==> config.mk <==
export PLATFORM = sky130hd
export DESIGN_NAME = mmio_bus_controller_flat
export DESIGN_NICKNAME = d
export VERILOG_FILES = /design/src/rtl/mmio_pkg.sv /design/src/rtl/mmio_bus_controller_if.sv /design/src/rtl/mmio_region_decoder.sv /design/src/rtl/mmio_bus_controller.sv /design/src/flat_wrapper.sv
export SDC_FILE = /design/constraint.sdc
export NUM_CORES = 1
export LEC_CHECK = 0
export BUFFER_PORTS_ARGS = -buffer_cell sky130_fd_sc_hd__buf_2
export CAP_MARGIN = 15
export CORE_MARGIN = 10
export CORE_UTILIZATION = 45
export DETAILED_ROUTE_END_ITERATION = 6
export GPL_TIMING_DRIVEN = 0
export PLACE_DENSITY = 0.82
export SETUP_SLACK_MARGIN = 0.5
export SLEW_MARGIN = 20
export SYNTH_ARGS = -nofsm -noshare
export SYNTH_HDL_FRONTEND = slang
export SYNTH_SLANG_ARGS = --single-unit
==> constraint.sdc <==
create_clock -name clk -period 7 [get_ports clk]
set_clock_uncertainty 0.1 [all_clocks]
set_input_delay 1.4 -clock clk [delete_from_list [all_inputs] [get_ports clk]]
set_output_delay 1.4 -clock clk [all_outputs]
set_load 0.02 [all_outputs]
==> src/rtl/mmio_pkg.sv <==
// Shared constants for the MMIO bus controller: FSM encoding, width helper and the
// default program/VRAM/palette region map.
package mmio_pkg;

    localparam logic [1:0] StIdle   = 2'd0;
    localparam logic [1:0] StAccess = 2'd1;
    localparam logic [1:0] StWait   = 2'd2;
    localparam logic [1:0] StResp   = 2'd3;

    // Per-region read latency field width (0..3 wait cycles).
    localparam int unsigned LatW = 2;

    localparam logic [63:0] DefRegionBase  = {16'h4400, 16'h2400, 16'h2000, 16'h0000};
    localparam logic [63:0] DefRegionLimit = {16'h47FF, 16'h43FF, 16'h23FF, 16'h1FFF};
    localparam logic [7:0]  DefRegionLat   = {2'd0, 2'd2, 2'd1, 2'd1};
    localparam logic [3:0]  DefRegionRo    = 4'b1000;
    localparam logic [15:0] DefRegBase     = 16'h4800;

    // Index width that never collapses to zero bits.
    function automatic int unsigned clog2_min1(input int unsigned n);
        return (n <= 2) ? 1 : $clog2(n);
    endfunction

endpackage

==> src/rtl/mmio_bus_controller_if.sv <==
// CPU-side request/response channel of the MMIO bus controller.
interface mmio_bus_controller_if #(
    parameter int unsigned ADDR_W = 16,
    parameter int unsigned DATA_W = 16
);
    logic              req_valid;
    logic              req_ready;
    logic              req_write;
    logic [ADDR_W-1:0] req_addr;
    logic [DATA_W-1:0] req_wdata;
    logic              rsp_valid;
    logic [DATA_W-1:0] rsp_rdata;
    logic              rsp_err;

    modport master (
        output req_valid, req_write, req_addr, req_wdata,
        input  req_ready, rsp_valid, rsp_rdata, rsp_err
    );

    modport slave (
        input  req_valid, req_write, req_addr, req_wdata,
        output req_ready, rsp_valid, rsp_rdata, rsp_err
    );
endinterface

==> src/rtl/mmio_region_decoder.sv <==
// Combinational address decoder: local register window plus prioritised device regions.
module mmio_region_decoder
    import mmio_pkg::*;
#(
    parameter int unsigned ADDR_W      = 16,
    parameter int unsigned NUM_REGIONS = 4,
    parameter int unsigned NUM_REGS    = 8,
    parameter logic [NUM_REGIONS*ADDR_W-1:0] REGION_BASE  = DefRegionBase,
    parameter logic [NUM_REGIONS*ADDR_W-1:0] REGION_LIMIT = DefRegionLimit,
    parameter logic [NUM_REGIONS*LatW-1:0]   REGION_LAT   = DefRegionLat,
    parameter logic [NUM_REGIONS-1:0]        REGION_RO    = DefRegionRo,
    parameter logic [ADDR_W-1:0]             REG_BASE     = DefRegBase,
    localparam int unsigned IdxW    = clog2_min1(NUM_REGIONS),
    localparam int unsigned RegIdxW = clog2_min1(NUM_REGS)
) (
    input  logic [ADDR_W-1:0]  addr,
    output logic               hit,
    output logic [IdxW-1:0]    idx,
    output logic               ro,
    output logic [LatW-1:0]    lat,
    output logic [ADDR_W-1:0]  offset,
    output logic               local_hit,
    output logic [RegIdxW-1:0] local_idx
);

    // One extra bit so addresses below REG_BASE wrap to a value outside the window.
    logic [ADDR_W:0] reg_diff;

    assign reg_diff  = {1'b0, addr} - {1'b0, REG_BASE};
    assign local_hit = reg_diff < (ADDR_W+1)'(NUM_REGS);
    assign local_idx = reg_diff[RegIdxW-1:0];

    // Scan high to low so the lowest matching index is the one left standing.
    always_comb begin
        hit    = 1'b0;
        idx    = '0;
        ro     = 1'b0;
        lat    = '0;
        offset = '0;
        for (int i = int'(NUM_REGIONS) - 1; i >= 0; i--) begin
            if (addr >= REGION_BASE[i*ADDR_W +: ADDR_W] &&
                addr <= REGION_LIMIT[i*ADDR_W +: ADDR_W]) begin
                hit    = 1'b1;
                idx    = IdxW'(i);
                ro     = REGION_RO[i];
                lat    = REGION_LAT[i*LatW +: LatW];
                offset = addr - REGION_BASE[i*ADDR_W +: ADDR_W];
            end
        end
    end

endmodule

==> src/rtl/mmio_bus_controller.sv <==
// Memory-map controller: valid/ready CPU requests, per-region wait states and write
// protection, bus errors for unmapped addresses, and a bank of local control registers.
module mmio_bus_controller
    import mmio_pkg::*;
#(
    parameter int unsigned ADDR_W      = 16,
    parameter int unsigned DATA_W      = 16,
    parameter int unsigned NUM_REGIONS = 4,
    parameter logic [NUM_REGIONS*ADDR_W-1:0] REGION_BASE  = DefRegionBase,
    parameter logic [NUM_REGIONS*ADDR_W-1:0] REGION_LIMIT = DefRegionLimit,
    parameter logic [NUM_REGIONS*LatW-1:0]   REGION_LAT   = DefRegionLat,
    parameter logic [NUM_REGIONS-1:0]        REGION_RO    = DefRegionRo,
    parameter logic [ADDR_W-1:0]             REG_BASE     = DefRegBase,
    parameter int unsigned NUM_REGS    = 8
) (
    input  logic                          clk,
    input  logic                          rst,
    mmio_bus_controller_if.slave          bus,
    output logic [NUM_REGIONS-1:0]        dev_en,
    output logic                          dev_we,
    output logic [ADDR_W-1:0]             dev_addr,
    output logic [DATA_W-1:0]             dev_wdata,
    input  logic [NUM_REGIONS*DATA_W-1:0] dev_rdata,
    output logic [NUM_REGS*DATA_W-1:0]    reg_out
);

    localparam int unsigned IdxW    = clog2_min1(NUM_REGIONS);
    localparam int unsigned RegIdxW = clog2_min1(NUM_REGS);

    logic [1:0]             state_q;
    logic [LatW-1:0]        cnt_q;
    logic [IdxW-1:0]        sel_q;
    logic                   wr_q;
    logic [NUM_REGIONS-1:0] dev_en_q;
    logic                   dev_we_q;
    logic [ADDR_W-1:0]      dev_addr_q;
    logic [DATA_W-1:0]      dev_wdata_q;
    logic                   rsp_valid_q;
    logic                   rsp_err_q;
    logic [DATA_W-1:0]      rsp_rdata_q;
    logic [DATA_W-1:0]      regs_q [NUM_REGS];

    logic               hit, ro, local_hit, accept;
    logic [IdxW-1:0]    idx;
    logic [LatW-1:0]    lat;
    logic [ADDR_W-1:0]  offset;
    logic [RegIdxW-1:0] local_idx;
    logic [DATA_W-1:0]  sel_rdata;

    mmio_region_decoder #(
        .ADDR_W       (ADDR_W),
        .NUM_REGIONS  (NUM_REGIONS),
        .NUM_REGS     (NUM_REGS),
        .REGION_BASE  (REGION_BASE),
        .REGION_LIMIT (REGION_LIMIT),
        .REGION_LAT   (REGION_LAT),
        .REGION_RO    (REGION_RO),
        .REG_BASE     (REG_BASE)
    ) u_decoder (
        .addr      (bus.req_addr),
        .hit       (hit),
        .idx       (idx),
        .ro        (ro),
        .lat       (lat),
        .offset    (offset),
        .local_hit (local_hit),
        .local_idx (local_idx)
    );

    assign bus.req_ready = (state_q == StIdle) || (state_q == StResp);
    assign accept        = bus.req_valid && bus.req_ready;

    always_comb begin
        sel_rdata = '0;
        for (int i = 0; i < int'(NUM_REGIONS); i++) begin
            if (sel_q == IdxW'(i)) sel_rdata = dev_rdata[i*DATA_W +: DATA_W];
        end
    end

    always_ff @(posedge clk or negedge rst) begin
        if (!rst) begin
            state_q     <= StIdle;
            cnt_q       <= '0;
            sel_q       <= '0;
            wr_q        <= 1'b0;
            dev_en_q    <= '0;
            dev_we_q    <= 1'b0;
            dev_addr_q  <= '0;
            dev_wdata_q <= '0;
            rsp_valid_q <= 1'b0;
            rsp_err_q   <= 1'b0;
            rsp_rdata_q <= '0;
            for (int i = 0; i < int'(NUM_REGS); i++) regs_q[i] <= '0;
        end else begin
            // Strobes and response fields are single-cycle unless re-asserted below.
            rsp_valid_q <= 1'b0;
            rsp_err_q   <= 1'b0;
            rsp_rdata_q <= '0;
            dev_en_q    <= '0;
            dev_we_q    <= 1'b0;
            if (accept) begin
                if (local_hit) begin
                    state_q     <= StResp;
                    rsp_valid_q <= 1'b1;
                    if (bus.req_write) regs_q[local_idx] <= bus.req_wdata;
                    else               rsp_rdata_q       <= regs_q[local_idx];
                end else if (hit && !(ro && bus.req_write)) begin
                    state_q     <= StAccess;
                    dev_en_q    <= NUM_REGIONS'(1) << idx;
                    dev_we_q    <= bus.req_write;
                    wr_q        <= bus.req_write;
                    dev_addr_q  <= offset;
                    dev_wdata_q <= bus.req_wdata;
                    cnt_q       <= lat;
                    sel_q       <= idx;
                end else begin
                    state_q     <= StResp;
                    rsp_valid_q <= 1'b1;
                    rsp_err_q   <= 1'b1;
                end
            end else begin
                case (state_q)
                    StAccess: begin
                        if (cnt_q == '0) begin
                            state_q     <= StResp;
                            rsp_valid_q <= 1'b1;
                            if (!wr_q) rsp_rdata_q <= sel_rdata;
                        end else begin
                            state_q <= StWait;
                        end
                    end
                    StWait: begin
                        if (cnt_q == LatW'(1)) begin
                            state_q     <= StResp;
                            rsp_valid_q <= 1'b1;
                            if (!wr_q) rsp_rdata_q <= sel_rdata;
                        end else begin
                            cnt_q <= cnt_q - LatW'(1);
                        end
                    end
                    StResp:  state_q <= StIdle;
                    default: state_q <= StIdle;
                endcase
            end
        end
    end

    assign dev_en        = dev_en_q;
    assign dev_we        = dev_we_q;
    assign dev_addr      = dev_addr_q;
    assign dev_wdata     = dev_wdata_q;
    assign bus.rsp_valid = rsp_valid_q;
    assign bus.rsp_err   = rsp_err_q;
    assign bus.rsp_rdata = rsp_rdata_q;

    for (genvar g = 0; g < int'(NUM_REGS); g++) begin : g_reg_out
        assign reg_out[g*DATA_W +: DATA_W] = regs_q[g];
    end

endmodule

==> src/flat_wrapper.sv <==
// flat-port wrapper written by rule: the top's interface ports become plain ports
module mmio_bus_controller_flat import mmio_pkg::*;
#(
    parameter int unsigned ADDR_W      = 16,
    parameter int unsigned DATA_W      = 16,
    parameter int unsigned NUM_REGIONS = 4,
    parameter logic [NUM_REGIONS*ADDR_W-1:0] REGION_BASE  = DefRegionBase,
    parameter logic [NUM_REGIONS*ADDR_W-1:0] REGION_LIMIT = DefRegionLimit,
    parameter logic [NUM_REGIONS*LatW-1:0]   REGION_LAT   = DefRegionLat,
    parameter logic [NUM_REGIONS-1:0]        REGION_RO    = DefRegionRo,
    parameter logic [ADDR_W-1:0]             REG_BASE     = DefRegBase,
    parameter int unsigned NUM_REGS    = 8
)
  (clk, rst, dev_en, dev_we, dev_addr, dev_wdata, dev_rdata, reg_out, bus_req_valid, bus_req_write, bus_req_addr, bus_req_wdata, bus_req_ready, bus_rsp_valid, bus_rsp_rdata, bus_rsp_err);
  mmio_bus_controller_if #(.ADDR_W(ADDR_W), .DATA_W(DATA_W)) bus_i ();
  input  logic clk;
  input  logic rst;
  output logic [NUM_REGIONS-1:0] dev_en;
  output logic dev_we;
  output logic [ADDR_W-1:0] dev_addr;
  output logic [DATA_W-1:0] dev_wdata;
  input  logic [NUM_REGIONS*DATA_W-1:0] dev_rdata;
  output logic [NUM_REGS*DATA_W-1:0] reg_out;
  input wire logic [$bits(bus_i.req_valid)-1:0] bus_req_valid;
  input wire logic [$bits(bus_i.req_write)-1:0] bus_req_write;
  input wire logic [$bits(bus_i.req_addr)-1:0] bus_req_addr;
  input wire logic [$bits(bus_i.req_wdata)-1:0] bus_req_wdata;
  output wire logic [$bits(bus_i.req_ready)-1:0] bus_req_ready;
  output wire logic [$bits(bus_i.rsp_valid)-1:0] bus_rsp_valid;
  output wire logic [$bits(bus_i.rsp_rdata)-1:0] bus_rsp_rdata;
  output wire logic [$bits(bus_i.rsp_err)-1:0] bus_rsp_err;
  assign bus_i.req_valid = bus_req_valid;
  assign bus_i.req_write = bus_req_write;
  assign bus_i.req_addr = bus_req_addr;
  assign bus_i.req_wdata = bus_req_wdata;
  assign bus_req_ready = bus_i.req_ready;
  assign bus_rsp_valid = bus_i.rsp_valid;
  assign bus_rsp_rdata = bus_i.rsp_rdata;
  assign bus_rsp_err = bus_i.rsp_err;
  mmio_bus_controller #(.ADDR_W(ADDR_W), .DATA_W(DATA_W), .NUM_REGIONS(NUM_REGIONS), .REGION_BASE(REGION_BASE), .REGION_LIMIT(REGION_LIMIT), .REGION_LAT(REGION_LAT), .REGION_RO(REGION_RO), .REG_BASE(REG_BASE), .NUM_REGS(NUM_REGS)) u_core (.clk(clk), .rst(rst), .bus(bus_i), .dev_en(dev_en), .dev_we(dev_we), .dev_addr(dev_addr), .dev_wdata(dev_wdata), .dev_rdata(dev_rdata), .reg_out(reg_out));
endmodule
==> results of run 1 <==
cells by family after synthesis:
| kind of cell | share of synthesized area (%) |
|---|---|
| compound gates | 7.38 |
| xor+xnor | 0.286 |
| fa+ha+maj | 1.36 |
| buf+inv | 3.27 |
| flops | 51.8 |
| mux | 29.1 |
| simple gates | 6.78 |
final timing paths:
path,start,slack [ps],cells past startpoint,endpoint
worst max-delay path,bus_req_addr[2],2950,7,u_core.bus.rsp_rdata[10]
worst min-delay path,u_core.dev_addr[14],380,2,u_core.dev_addr[14]
worst max register to register,u_core.state_q[0],4160,9,u_core.reg_out[125]
worst min register to register,u_core.dev_addr[14],380,2,u_core.dev_addr[14]
max in group asynchronous,rst,5240,2,u_core.reg_out[100]
min in group asynchronous,rst,800,1,u_core.bus.rsp_rdata[13]
state kept, by name, indices dropped and copies added (netlist names):
signal	flops
u_core.dev_addr	16
u_core.reg_out	128
u_core.dev_we	1
u_core.cnt_q	2
u_core.wr_q	1
u_core.bus.rsp_rdata	16
u_core.bus.rsp_err	1
u_core.bus.rsp_valid	1
u_core.sel_q	2
u_core.dev_en	4
u_core.dev_wdata	16
u_core.state_q	2
layout make-up:
cell class / instances / area (µm²) / share of cell area [%]
buffer: 43 / 255 / 2.21
clock buffer: 19 / 443 / 3.83
clock inverter: 13 / 128 / 1.10
inverter: 12 / 45.0 / 0.390
multi-input combinational: 441 / 4120 / 35.7
sequential: 190 / 4750 / 41.2
tap: 270 / 338 / 2.92
timing repair buffer: 282 / 1470 / 12.7
routing by layer:
layer / GRT usage [%] / vias up / wire (µm)
met3: 5.89 / 65 / 2250
met1: 29.0 / 3583 / 13300
li1: - / 3139 / -
met5: 0 / - / 0
met4: 11.4 / 0 / 1200
met2: 37.3 / 309 / 15100
synth_stat cells (10+ instances only):
cell type	instances	share of area (%)
mux2_4	10	1.6
mux2i_1	20	2.2
nor2_1	28	1.1
mux4_2	24	5.9
inv_1	12	0.49
a21oi_1	20	1.1
nand2_1	38	1.6
mux2_2	158	19
a221oi_1	10	0.95
ha_1	10	1.4
o21ai_0	28	1.5
dfrtp_1	190	52
clkbuf_1	14	0.57
worst reg2reg max path, delay by kind of cell, from the launching register on:
family | cells | cell delay [ps]
buf+inv | 4 | 740
flops | 1 | 370
fa+ha+maj | 1 | 380
mux | 1 | 360
simple gates | 3 | 770
stage by stage:
stage	instances	util (%)	hold WS (ps)	total power (µW)
floorplan	686	-	350	1840
global placement	1236	54.1	359	2120
detailed placement	1238	54.4	363	2150
CTS	1270	57.3	378	3110
global route	1270	57.3	388	3220
finish	1270	57.3	382	3090
power by group:
group	internal, µW	total, µW	switching, µW
sequential	1220	1280	56.7
clock	511	973	462
combinational	351	838	487
==> reports/metrics.csv, run 1 <==
stage,metric,value,unit
floorplanning,Die Height,163,µm
worst_setup_path,Crit path largest cell delay,710,ps
timing,Max Slew Vio Count,0,
timing,min cycle time layout,4050,ps
timing,worst slew pin tran,880,ps
clocking,Post-CTS Resized,0,
timing,setup violators final,0,
timing,setup slack after layout,2950,ps
pwr,Pwr per Cell Area,268,nW/µm²
clocking,cts hold-fix bufs,0,
global_route,pin count of the biggest net entering global routing,72,
worst_setup_path,crit end category,register,
floorplanning,I/O pin total,284,
timing,fmax,247,MHz
yosys,#FFs+latches synth,190,
worst_setup_path,"most used cell, CP",clkbuf_1,
worst_setup_path,CP cell instances,buf_2 > clkbuf_1 > buf_1 > clkbuf_1 > nor2_1 > a221oi_1 > o21ai_0,
finish,antenna cell count,0,
worst_setup_path,CP Launch Type,primary input,
finish,fillcell total,1726,
finish,Area growth syn-to-layout,25.9,%
clocking,"Reg clk slew, reported paths",70,ps
worst_setup_path,"delay-heaviest family, CP",buffers and inverters,
timing,Hold Fails Final Rpt,0,
floorplanning,Die X,163,µm
yosys,Synth Instances,686,
clocking,"Clk Latency, worst-skew pair",440,ps
global_route,first-pass GRT wire length,46.5,mm
drt,initial DRC count,381,
floorplanning,row cnt,52,
timing,slew margin rel.,41.1,%
drt,WL per Instance,25.1,µm
pwr,Leakage,0.00618,µW
yosys,top_reg_cell synth,dfrtp_1,
clocking,Clock H-tree levels,4,
floorplanning,starting density of the core,45.5,%
placed_design,pre-CTS setup slack,2660,ps
floorplanning,Core Area,20200,µm²
worst_setup_path,CP required,7180,ps
global_route,Total Routing Usage GR,23.3,%
clocking,Longest Clk Path Bufs,2,
timing,RSZ-0062 raised after global routing,no,
drt,Pre-Repair DR Iteration Count,5,
placed_design,PortBufs,280,
worst_setup_path,"Buf+Inv Stages, Crit Path",4,
pwr,worst vdd rail ir drop,0.181,mV
global_route,number of global-route vias before repair,7493,
clocking,"Setup Fix Bufs, Post-CTS",0,
floorplanning,Die Footprint,26500,µm²
drt,DRC,0,
worst_setup_path,worst path arrival time,4230,ps
finish,most frequent cells in the layout,"288 x buf_2, 190 x dfrtp_1, 158 x mux2_2",
yosys,Netlist Area Pre-Place,9180,µm²
global_route,GRT Residual Overflow,0,
yosys,syn_nets,796,
clocking,root buffer cell,clkbuf_16,
worst_setup_path,slowest cell on the critical path,buf_1,
clocking,CTS buffer count,17,
drt,Post-DRT Antenna Nets,0,
finish,layout cell share with drive strength beyond 1,53.7,%
finish,"commonest non-fill, non-tap cell in the layout",buf_2,
yosys,Cell variety after synth,52,
finish,# nets final,1097,
yosys,"Async S/R FF share, synth",100,%
placed_design,Final HPWL DP,23.8,mm
yosys,register area share after synthesis,51.8,%
clocking,clk sink count,190,
placed_design,Placed Area,11000,µm²
worst_setup_path,critical path type,in2reg,
job,Max Cap Violations,0,
yosys,syn_area_per_cell,13.4,µm²
drt,Via Count,7096,
global_route,antenna violations before repair,1,
yosys,"EDFF count, synth",0,
drt,vias per cell,5.59,
outcome,outcome,finished clean,
drt,Detailed Route WL,31.8,mm
min_path,type of the most critical hold path,reg2reg,
yosys,Ys Warns,0,
placed_design,GPL Wtd Cong,0.885,
timing,Setup TNS,0,ps
worst_setup_path,crit path max fanout,10,
timing,final period utilization,57.9,%
clocking,CTS tree,done,
finish,fin area,11500,µm²
(Power assumes the default switching activity.)
==> run 2, diff against run 1 <==
--- a/config.mk
+++ b/config.mk
@@ -11,7 +11,7 @@
 export CORE_UTILIZATION = 45
 export DETAILED_ROUTE_END_ITERATION = 6
 export GPL_TIMING_DRIVEN = 0
-export PLACE_DENSITY = 0.82
+export PLACE_DENSITY = 0.84
 export SETUP_SLACK_MARGIN = 0.5
 export SLEW_MARGIN = 20
 export SYNTH_ARGS = -nofsm -noshare
==> constraint.sdc (replaced) <==
create_clock -name clk -period 3.4 [get_ports clk]
set_clock_uncertainty 0.1 [all_clocks]
set_input_delay 0.68 -clock clk [delete_from_list [all_inputs] [get_ports clk]]
set_output_delay 0.68 -clock clk [all_outputs]
set_load 0.02 [all_outputs]
==> run 2 against run 1 <==
  * Count of clock-buffer cells in the layout unchanged
  * Die area unchanged
  * Global-route usage increased by 0.25 points
  * Register-to-register slack lost 3500 ps
  * Non-clock buffer count increased by 2
  * Setup slack got worse by 2400 ps
  * Final cell count grew 0.31%
  * Largest power group unchanged
  * Utilization increased by 0.41 points
  * First-iteration DRC count is 6.0% higher
  * Power grew 110%
==> reports/metrics.csv, run 2 (synthesis gave the netlist of run 1 again) <==
stage,metric,value,unit,change
outcome,outcome,finished clean,,
worst_setup_path,Crit path largest cell delay,350,ps,-360 ps
timing,worst slew pin tran,942,ps,+61.8 ps
drt,WL per Instance,25.0,µm,-0.38%
finish,Final Util,57.7,%,+0.41 points
drt,Detailed Route WL,31.8,mm,about the same
clocking,CTS tree,done,,
finish,fin area,11600,µm²,+0.72%
timing,Hold Fails Final Rpt,0,,unchanged
finish,# nets final,1099,,+0.18%
clocking,CTS buffer count,17,,unchanged
worst_setup_path,CP required,3620,ps,-3560 ps
finish,max reg flops,128,,unchanged
floorplanning,starting density of the core,45.5,%,unchanged
worst_setup_path,CP cell instances,buf_2 > nor4_1 > nand2_1 > nand4b_1 > nor4b_4 > buf_4 > and4_1 > buf_4 > buf_8 > mux2_2,,
drt,routed wire length on met2,15.4,mm,+1.9%
timing,Max Slew Vio Count,0,,unchanged
clocking,clk sink count,190,,unchanged
timing,setup violators final,0,,unchanged
timing,min cycle time layout,2850,ps,
global_route,GRT Residual Overflow,0,,unchanged
worst_setup_path,critical path type,in2reg,,
worst_setup_path,flop2flop setup slack,640,ps,-3520 ps
min_path,Hold Path Cell Cnt,2,,unchanged
drt,Pre-Repair DR Iteration Count,5,,unchanged
floorplanning,Die X,163,µm,unchanged
worst_setup_path,Critical Path Start,bus_req_addr[4],,
timing,slew margin rel.,37.0,%,-4.1 points
min_path,hold path start,u_core.dev_addr[12],,
worst_setup_path,"delay-heaviest family, CP",simple AND/OR/NAND/NOR gates,,
min_path,type of the most critical hold path,reg2reg,,
floorplanning,row cnt,52,,unchanged
finish,Non-Filler Instances,1274,,+0.31%
clocking,root buffer cell,clkbuf_16,,
clocking,"Clk Latency, worst-skew pair",430,ps,about the same
drt,DRT met1 WL,12.9,mm,-3.2%
pwr,Pwr per Cell Area,553,nW/µm²,+110%
placed_design,GPL Wtd Cong,0.898,,+1.4%
clocking,"Reg clk slew, reported paths",70,ps,about the same
worst_setup_path,FF-to-FF Start,u_core.state_q[0],,
pwr,Leakage,0.00622,µW,+0.61%
timing,fmax,351,MHz,
finish,layout cell share with drive strength beyond 1,54.5,%,+0.79 points
drt,met3 wire length,2.58,mm,+15%
floorplanning,Die Height,163,µm,unchanged
finish,fillcell total,1703,,-1.3%
pwr,worst vdd rail ir drop,0.357,mV,+97%
clocking,Clock H-tree levels,4,,unchanged
drt,Post-DRT Antenna Nets,0,,unchanged
global_route,pin count of the biggest net entering global routing,96,,+33%
job,Max Cap Violations,0,,unchanged
worst_setup_path,CP Launch Type,primary input,,
finish,"commonest non-fill, non-tap cell in the layout",buf_2,,
drt,Via Count,7146,,+0.70%
clocking,"Setup Fix Bufs, Post-CTS",0,,unchanged
worst_setup_path,crit end category,register,,
timing,final period utilization,83.8,%,
timing,RSZ-0062 raised after global routing,yes,,
global_route,Total Routing Usage GR,23.6,%,+0.25 points
drt,initial DRC count,404,,+6.0%
drt,Max Used Layer,met5,,
placed_design,PortBufs,280,,unchanged
placed_design,Placed Area,11000,µm²,unchanged
global_route,number of global-route vias before repair,7576,,+1.1%
placed_design,Final HPWL DP,23.9,mm,+0.28%
worst_setup_path,crit path max fanout,10,,unchanged
worst_setup_path,"most used cell, CP",buf_4,,
drt,vias per cell,5.61,,+0.39%
worst_setup_path,slowest cell on the critical path,mux2_2,,
placed_design,Cells after DPL,1238,,unchanged
drt,DRC,0,,unchanged
finish,most frequent cells in the layout,"290 x buf_2, 190 x dfrtp_1, 158 x mux2_2",,
global_route,antenna violations before repair,3,,+2
finish,register area,4750,µm²,unchanged
floorplanning,I/O pin total,284,,unchanged
worst_setup_path,worst path arrival time,3070,ps,-1160 ps
finish,Area growth syn-to-layout,26.8,%,
worst_setup_path,Crit. path cell count,10,,+3
worst_setup_path,Reg2Reg Depth,9,,unchanged
finish,Multi-input gate area,4150,µm²,+0.67%
clocking,Longest Clk Path Bufs,2,,unchanged
global_route,first-pass GRT wire length,46.9,mm,+0.88%
floorplanning,Core Area,20200,µm²,unchanged
floorplanning,Die Footprint,26500,µm²,unchanged
worst_setup_path,"Buf+Inv Stages, Crit Path",4,,unchanged
## run 2: stage by stage
stage | setup TNS (ps) | hold WS, ps | power, µW | setup slack [ps]
after floorplan | 0 | 284 | 3790 | 577
after global placement | -302150 | 359 | 4350 | -1600
after detailed placement | -4190 | 371 | 4410 | -241
after CTS | 0 | 388 | 6450 | 445
after global routing | 0 | 410 | 6720 | 489
final | 0 | 389 | 6430 | 551
## run 2: repair_timing
action	CTS	global route
hold buffers	1	0
gates resized for setup	5	9
endpoints found under the hold margin	26	0
endpoints found under the setup margin	69	20
cloned	0	1
pin swaps	0	2
## run 2: area by class of cell
class | count | area share, %
flip-flops and latches | 190 | 40.9
multi-input cells | 441 | 35.7
repair buffers | 284 | 12.7
clock buffers | 19 | 3.81
well taps | 270 | 2.90
plain buffers | 43 | 2.29
clock inverters | 13 | 1.30
inverters | 12 | 0.387
diodes | 2 | 0.0430
## run 2: where the power goes
group,leakage [µW],total (µW),internal [µW],switching (µW)
clock,0.000283,2060,1120,942
combinational,0.00336,1730,730,1000
sequential,0.00258,2640,2520,119
## run 2: metal layers
metal  up-vias  track usage, %
li1       3146               -
met1      3634            28.8
met2       300            38.5
met3        64            6.70
met4         2            9.63
met5         -               0
## run 2: worst min-delay path, cell delays in order (launching register included)
cell     delay [ps]
dfrtp_1         350
nand2_1          50
o31ai_1          50
## run 2: path summary, 6_finish.rpt
check,endpoint
max in group asynchronous,u_core.dev_wdata[3]
worst min register to register,u_core.dev_addr[12]
min in group asynchronous,u_core.bus.rsp_rdata[13]
worst max register to register,u_core.reg_out[125]
worst max-delay path,u_core.reg_out[125]
worst min-delay path,u_core.dev_addr[12]
